<file path="config.mk">
export PLATFORM = sky130hd
export DESIGN_NAME = uart_tx_fifo
export DESIGN_NICKNAME = d
export VERILOG_FILES = /design/src/rtl/uart_tx_fifo.sv
export SDC_FILE = /design/constraint.sdc
export NUM_CORES = 1
export LEC_CHECK = 0
export CORE_UTILIZATION = 55
export CTS_BUF_LIST = sky130_fd_sc_hd__clkbuf_16
export DETAILED_ROUTE_END_ITERATION = 8
export PLACE_DENSITY = 0.79
export SYNTH_ARGS = -nofsm -noshare
export SYNTH_HDL_FRONTEND = slang
export SYNTH_SLANG_ARGS = --single-unit
</file>
<file path="constraint.sdc">
create_clock -name clk -period 4.05 [get_ports clk]
set_clock_uncertainty 0.05 [all_clocks]
set_input_delay 1.215 -clock clk [delete_from_list [all_inputs] [get_ports clk]]
set_output_delay 1.215 -clock clk [all_outputs]
set_load 0.1 [all_outputs]
</file>
<file path="src/rtl/uart_tx_fifo.sv">
// uart_tx_fifo: byte-wide valid/ready input, small circular FIFO, and an
// 8N1 UART serialiser that drains the FIFO onto a registered tx pin.
// Frames are sent back to back with no idle gap while the FIFO holds data.
module uart_tx_fifo #(
    parameter int CLKS_PER_BIT = 208,
    parameter int DEPTH        = 4
) (
    input  logic       clk,
    input  logic       reset,
    input  logic [7:0] data,
    input  logic       valid,
    output logic       ready,
    output logic       tx,
    output logic       busy
);

    localparam int PTR_W  = $clog2(DEPTH);
    localparam int CNT_W  = PTR_W + 1;
    localparam int BAUD_W = $clog2(CLKS_PER_BIT);

    typedef enum logic [1:0] {
        IDLE,
        START,
        DATA,
        STOP
    } state_t;

    logic [7:0]       mem_q [DEPTH];
    logic [PTR_W-1:0] wr_ptr_q, wr_ptr_d;
    logic [PTR_W-1:0] rd_ptr_q, rd_ptr_d;
    logic [CNT_W-1:0] count_q, count_d;

    state_t           state_q, state_d;
    logic             tx_q, tx_d;
    logic [BAUD_W-1:0] baud_q, baud_d;
    logic [2:0]       bit_idx_q, bit_idx_d;
    logic [7:0]       shift_q, shift_d;

    logic             push;
    logic             pop;
    logic             tick;
    logic             fifo_empty;
    logic [7:0]       head;

    assign ready      = ~reset & (count_q != CNT_W'(DEPTH));
    assign push       = valid & ready;
    assign fifo_empty = (count_q == '0);
    assign tick       = (baud_q == BAUD_W'(CLKS_PER_BIT - 1));
    assign head       = mem_q[rd_ptr_q];
    assign tx         = tx_q;
    assign busy       = (state_q != IDLE) | ~fifo_empty;

    // Serialiser next state: loads a byte from the FIFO head and steps through start, 8 data bits LSB first, and stop.
    always_comb begin
        state_d   = state_q;
        tx_d      = tx_q;
        bit_idx_d = bit_idx_q;
        shift_d   = shift_q;
        pop       = 1'b0;

        if (state_q == IDLE) begin
            baud_d = '0;
        end else if (tick) begin
            baud_d = '0;
        end else begin
            baud_d = baud_q + BAUD_W'(1);
        end

        case (state_q)
            IDLE: begin
                tx_d = 1'b1;
                if (!fifo_empty) begin
                    pop     = 1'b1;
                    shift_d = head;
                    tx_d    = 1'b0;
                    state_d = START;
                end
            end
            START: begin
                if (tick) begin
                    tx_d      = shift_q[0];
                    bit_idx_d = 3'd0;
                    state_d   = DATA;
                end
            end
            DATA: begin
                if (tick) begin
                    if (bit_idx_q == 3'd7) begin
                        tx_d    = 1'b1;
                        state_d = STOP;
                    end else begin
                        shift_d   = {1'b0, shift_q[7:1]};
                        tx_d      = shift_q[1];
                        bit_idx_d = bit_idx_q + 3'd1;
                    end
                end
            end
            STOP: begin
                if (tick) begin
                    if (!fifo_empty) begin
                        pop     = 1'b1;
                        shift_d = head;
                        tx_d    = 1'b0;
                        state_d = START;
                    end else begin
                        state_d = IDLE;
                    end
                end
            end
            default: begin
                state_d = IDLE;
                tx_d    = 1'b1;
            end
        endcase
    end

    // FIFO bookkeeping: pointers wrap naturally, count tracks push minus pop.
    always_comb begin
        wr_ptr_d = push ? wr_ptr_q + PTR_W'(1) : wr_ptr_q;
        rd_ptr_d = pop  ? rd_ptr_q + PTR_W'(1) : rd_ptr_q;
        case ({push, pop})
            2'b10:   count_d = count_q + CNT_W'(1);
            2'b01:   count_d = count_q - CNT_W'(1);
            default: count_d = count_q;
        endcase
    end

    // FIFO storage; contents need no reset because count gates every read.
    always_ff @(posedge clk) begin
        if (push) begin
            mem_q[wr_ptr_q] <= data;
        end
    end

    // All control state; reset abandons any frame and empties the FIFO.
    always_ff @(posedge clk) begin
        if (reset) begin
            wr_ptr_q  <= '0;
            rd_ptr_q  <= '0;
            count_q   <= '0;
            state_q   <= IDLE;
            tx_q      <= 1'b1;
            baud_q    <= '0;
            bit_idx_q <= 3'd0;
            shift_q   <= 8'h00;
        end else begin
            wr_ptr_q  <= wr_ptr_d;
            rd_ptr_q  <= rd_ptr_d;
            count_q   <= count_d;
            state_q   <= state_d;
            tx_q      <= tx_d;
            baud_q    <= baud_d;
            bit_idx_q <= bit_idx_d;
            shift_q   <= shift_d;
        end
    end

endmodule

</file>
==> metrics.txt, run 1 <==
outcome=completed; Slew Viols, Final=0; Starting Density=about three fifths; crit-path cells=clkdlybuf4s50_1 -> a21oi_2 -> buf_12; ant diodes=0; slowest stage cell, crit path=clkdlybuf4s50_1; Syn Inst Count=approximately 210; GR Util All Layers=around 22%; # Max-Cap Violations=0; Fmax=302 MHz; initial antenna violation count=0; flops & latches, synth=63; WL/cell=17.2 µm; fraction of layout cells with a size suffix above 1=about a fifth; # rows=25; Hold WS=402 ps; IO buf count=13; relative slew slack=about a third; final wirelength=between 5 and 6 mm; area of the multi-input gates=1160 µm²; Max VDD drop=~0.00048 V; hold_buf cts=0; worst-skew pair later-pin latency=320 ps; Die Y=approximately 73 µm; Seq. cell area=about 1600 µm²; Setup violations, final=0; Worst setup SP type=input port; IO Pins=14; sequential fraction of the synthesis area=around 56%; CTS Buf Count=9; top_reg_cell synth=edfxtp_1; DR vias/cell=between 5 and 6; clock network fraction of total power=28.5%; clk buf depth=2; syn_area_per_cell=~13 µm²; non-filler instance count after layout=around 300; synthesized area=between 2000 and 3000 µm²; count of final hold-check violations=0; Net Sw Frac=~36%; worst hold path class=flop to flop; full die area=between 5000 and 6000 µm²; Synthesized Nets=about 240; Root Driver=clkbuf_16; global placement routability congestion=approximately 0.9; crit path kind=input port to output port; Tcrit/Tclk final=81.7%; Fillers=between 300 and 400; clock slew at reported path FFs=50 ps; final setup TNS=0 ps; Final Net Count=approximately 260; CP peak stage delay=roughly 460 ps; WP data required=between 2000 and 3000 ps; asr flop ratio synth=0%; RSZ-0062 raised after global routing=false; Comb power frac=between 30% and 40%; grt ovf=0; synth warn=0; largest net degree at the start of global routing=16; Power per Cell Area=just over 700 nW/µm²; dpl hpwl=around 3.3 mm; net switching power=about 840 µW; Int Pwr=~1500 µW; clock sinks=63; # placed instances=287; worst-path fanout max=3; Core Region=about 4800 µm²; Area Overhead vs Synth=16.8%; global-route wire length before repair=between 8 and 9 mm; P_leak=roughly 0.0011 µW; initial drt markers=around 110; post-cts resize count=0; DRT antenna net count=0; Least-Margin Pin Slew=about 970 ps; drc violations=0; CTS tree=yes; sequential power share=between 30% and 40%; Crit. End Element=output port; vias in the first global route=~1800; setup bufs post-CTS=0; EDFF count, synth=32; DRT Pass-1 Iters=4; post-layout min period=3310 ps; H-tree depth=3; Worst Path Arrival=2040 ps; Yosys cell types=47; via count=1756; Die Span X=73.5 µm
==> logic make-up after synthesis <==
family | share of synthesized area (%)
flip-flops | 56.3
AND/OR/NAND/NOR | 11.9
AO/OA/AOI/OAI | 9.88
buffers and inverters | 2.58
multiplexers | 9.62
adder cells (fa/ha/maj) | 6.95
XOR/XNOR | 2.80
==> critical path: cells and delay by family <==
family,cells,cell delay [ps]
compound gates,1,170
buf+inv,2,650
==> metal layers <==
layer	track usage, %	part of all wire, %	up-vias
li1	-	-	842
met1	26.7	45	865
met2	37.2	50	41
met3	6.72	3.8	8
met4	7.69	1.3	0
met5	0	0	-
==> synthesized netlist by cell type (2+ instances only) <==
cell type  count  area, µm²
edfxtp_1      32        961
dfxtp_1       31        621
nor2_1        17       63.8
ha_1          14        175
inv_1         10       37.5
a21oi_1        8       40.0
a22o_1         8       70.1
mux2_2         8       90.1
mux4_2         8        180
and2_1         5       31.3
nor3_1         5       25.0
xor2_1         5       43.8
clkbuf_1       4       15.0
nand2_1        4       15.0
nand3_1        4       20.0
xnor2_1        4       35.0
nand4b_1       3       26.3
nor2b_1        3       18.8
o21ai_0        3       15.0
a21o_1         2       15.0
a221oi_1       2       17.5
a31oi_1        2       12.5
a32oi_1        2       17.5
and3_1         2       12.5
o31ai_1        2       15.0
or3_1          2       12.5
or4b_1         2       20.0
==> placed cells by master (no fill, tap or decap), types with 3 or more instances in the layout <==
| master | Yosys | routed |
|---|---|---|
| edfxtp_1 | 32 | 32 |
| dfxtp_1 | 31 | 31 |
| nor2_1 | 17 | 17 |
| ha_1 | 14 | 14 |
| inv_1 | 10 | 11 |
| clkdlybuf4s50_1 | 0 | 11 |
| clkbuf_16 | 0 | 9 |
| a22o_1 | 8 | 8 |
| mux4_2 | 8 | 8 |
| mux2_2 | 8 | 8 |
| a21oi_1 | 8 | 7 |
| nor3_1 | 5 | 5 |
| and2_1 | 5 | 5 |
| xor2_1 | 5 | 5 |
| nand3_1 | 4 | 4 |
| nand2_1 | 4 | 4 |
| xnor2_1 | 4 | 4 |
| nand4b_1 | 3 | 3 |
| nor2b_1 | 3 | 3 |
| o21ai_0 | 3 | 3 |
| buf_4 | 0 | 3 |
==> layout make-up <==
type,instances,share of cell area [%]
inverters,10,1.14
clock inverters,7,1.26
multi-input cells,132,35.3
repair buffers,15,4.65
well taps,67,2.55
flip-flops and latches,63,48.2
clock buffers,9,6.86
==> worst paths after layout <==
kind / to / from / slack (ps) / depth (start not counted)
worst max-delay path: ready / reset / 740 / 3
worst min-delay path: baud_q[0] / baud_q[0] / 400 / 1
worst max register to register: count_q[2] / state_q[0] / 1310 / 10
worst min register to register: baud_q[0] / baud_q[0] / 400 / 1
==> flip-flops by register name (all words and copies together) (netlist names), named ones only <==
name / flops
baud_q: 8
bit_idx_q: 3
count_q: 3
mem_q: 32
rd_ptr_q: 2
shift_q: 8
state_q: 2
tx: 1
wr_ptr_q: 2
==> power by group through the flow <==
stage	clock network (µW)	registers [µW]	logic (µW)
floorplan	0	834	652
global placement	0	836	793
global route	699	840	900
detailed placement	0	840	808
CTS	673	830	842
finish	668	829	844
==> metrics by stage <==
step	setup WS [ps]	instance area (µm²)	util, %	total power [µW]
2_1_floorplan	326	2810	-	1490
3_3_place_gp	667	3020	62.6	1630
3_5_place_dp	591	3020	62.6	1650
4_1_cts	737	3280	68.1	2340
5_1_grt	696	3280	68.1	2440
6_report	743	3280	68.1	2340
No activity file was read; power rests on OpenSTA's default activity.
==> run 2: changes to the inputs <==
CORE_UTILIZATION = 53   (was 55)
clock period = 3 ns   (was 4.05 ns; I/O delays follow)
==> run 2 against run 1 <==
Compared with the run above: critical path depth grew 1; non-clock buffer count grew 2; highest routed layer unchanged; largest power group is now registers; die area grew 3.7%; register-to-register slack lost 1000 ps; final cell count grew 1.7%; critical endpoint unchanged.
==> metrics.txt, run 2 (synthesized netlist as in run 1, its figures left out) <==
Top reg by flops=mem_q; global-route wire length before repair=7.52 mm; fraction of layout cells with a size suffix above 1=between 20% and 30%; max reg flops=32; global placement routability congestion=approximately 0.76; Seq. cell area=around 1600 µm²; WP data required=2050 ps; Fillers=365; hold_buf cts=0; full die area=between 5000 and 6000 µm²; worst-path fanout max=6; WL/cell=between 15 and 20 µm; final wirelength=approximately 4.7 mm; dpl hpwl=between 3 and 4 mm; Slew Viols, Final=0; P_leak=0.00118 µW; IO Pins=14; leading cell type in the layout, fill and taps excluded=edfxtp_1; Core Region=approximately 5100 µm²; DRT antenna net count=0; vias in the first global route=around 1600; Setup violations, final=0; CTS tree=yes; Starting Density=between 50% and 60%; Final Core Density=between 60% and 70%; non-filler instance count after layout=between 300 and 400; final setup TNS=0 ps; initial drt markers=just under 80; Finished Cell Area=between 3000 and 4000 µm²; DRT Pass-1 Iters=4; Worst Path Arrival=between 1500 and 2000 ps; post-cts resize count=0; Die Span X=between 70 and 80 µm; Fmax=roughly 350 MHz; relative slew slack=62.7%; initial antenna violation count=0; worst-skew pair later-pin latency=around 320 ps; area of the multi-input gates=1170 µm²; Hold WS=389 ps; Power per Cell Area=a little under 1000 nW/µm²; Least-Margin Pin Slew=558 ps; Worst setup SP type=input port; Post-DP Area=about 3000 µm²; drc violations=0; top flop regs=mem_q x32, baud_q x8, shift_q x8; Final Net Count=about 260; Area Overhead vs Synth=18.5%; Root Driver=clkbuf_16; clk buf depth=2; H-tree depth=3; via count=between 1500 and 2000; largest net degree at the start of global routing=16; GR Util All Layers=about 20%; post-layout min period=between 2000 and 3000 ps; ant diodes=0; outcome=completed; CTS Buf Count=9; Max VDD drop=0.000550 V; DR vias/cell=between 5 and 6; leading cell types in the layout, fill and taps excluded=32 x edfxtp_1, 31 x dfxtp_1, 17 x nor2_1, 14 x ha_1, 11 x inv_1; RSZ-0062 raised after global routing=false; # Max-Cap Violations=0; setup bufs post-CTS=0; worst hold path class=flop to flop; clock sinks=63; count of final hold-check violations=0; Crit. End Element=output port; # placed instances=292; grt ovf=0; clock slew at reported path FFs=around 50 ps; Die Y=roughly 75 µm; # rows=26; Tcrit/Tclk final=between 90% and 100%; IO buf count=13; crit path kind=input port to output port
## run 2: changes by cell type in the layout (fill, tap and decap cells not counted)
cell and change:
buf_4 +3, clkinvlp_4 -2, a21oi_2 -1, a21oi_4 +1, bufinv_16 +1, clkdlybuf4s50_1 -1, clkinv_1 -1, clkinv_2 +1
clkinv_4 +1
## run 2: area by class of cell
| class | instances | share of cell area (%) |
|---|---|---|
| inverters | 10 | 1.13 |
| flip-flops and latches | 63 | 47.5 |
| clock inverters | 7 | 1.99 |
| multi-input cells | 132 | 35.0 |
| repair buffers | 17 | 4.96 |
| clock buffers | 9 | 6.76 |
| well taps | 70 | 2.63 |
## run 2: worst max-delay path, cell delays in order
cell	delay (ps)
clkdlybuf4s50_1	470
buf_4	190
a21oi_4	130
buf_12	190
## run 2: final timing paths
check / slack, ps / from / cells past startpoint / end
min reg2reg: 390 / baud_q[0] / 1 / baud_q[0]
max reg2reg: 280 / state_q[0] / 10 / count_q[2]
max: 170 / reset / 4 / ready
min: 390 / baud_q[0] / 1 / baud_q[0]
## run 2: routing by layer
layer | global-route usage [%] | up-vias | share of wire (%)
li1 | - | 844 | -
met1 | 25.5 | 817 | 48
met2 | 29.2 | 22 | 47
met3 | 7.63 | 5 | 3.2
met4 | 8.18 | 0 | 1.2
met5 | 0 | - | 0
## run 2: report_power, final
part | internal [µW] | switching, µW | leakage, µW
clock | 637 | 352 | 0.000150
combinational | 451 | 658 | 0.000487
sequential | 1020 | 99.0 | 0.000543
total | 2110 | 1110 | 0.00118
## run 2: per-stage QoR
stage	total power (µW)	worst slack [ps]
after floorplan	2010	179
after global placement	2210	154
after detailed placement	2230	101
after CTS	3240	162
after global routing	3400	90.9
final	3220	169
==> run 3: changes to the inputs <==
CTS_CLUSTER_SIZE = 24   (was default)
==> results of run 3 <==
Final layout, timing and power as in run 2 (identical DEF).
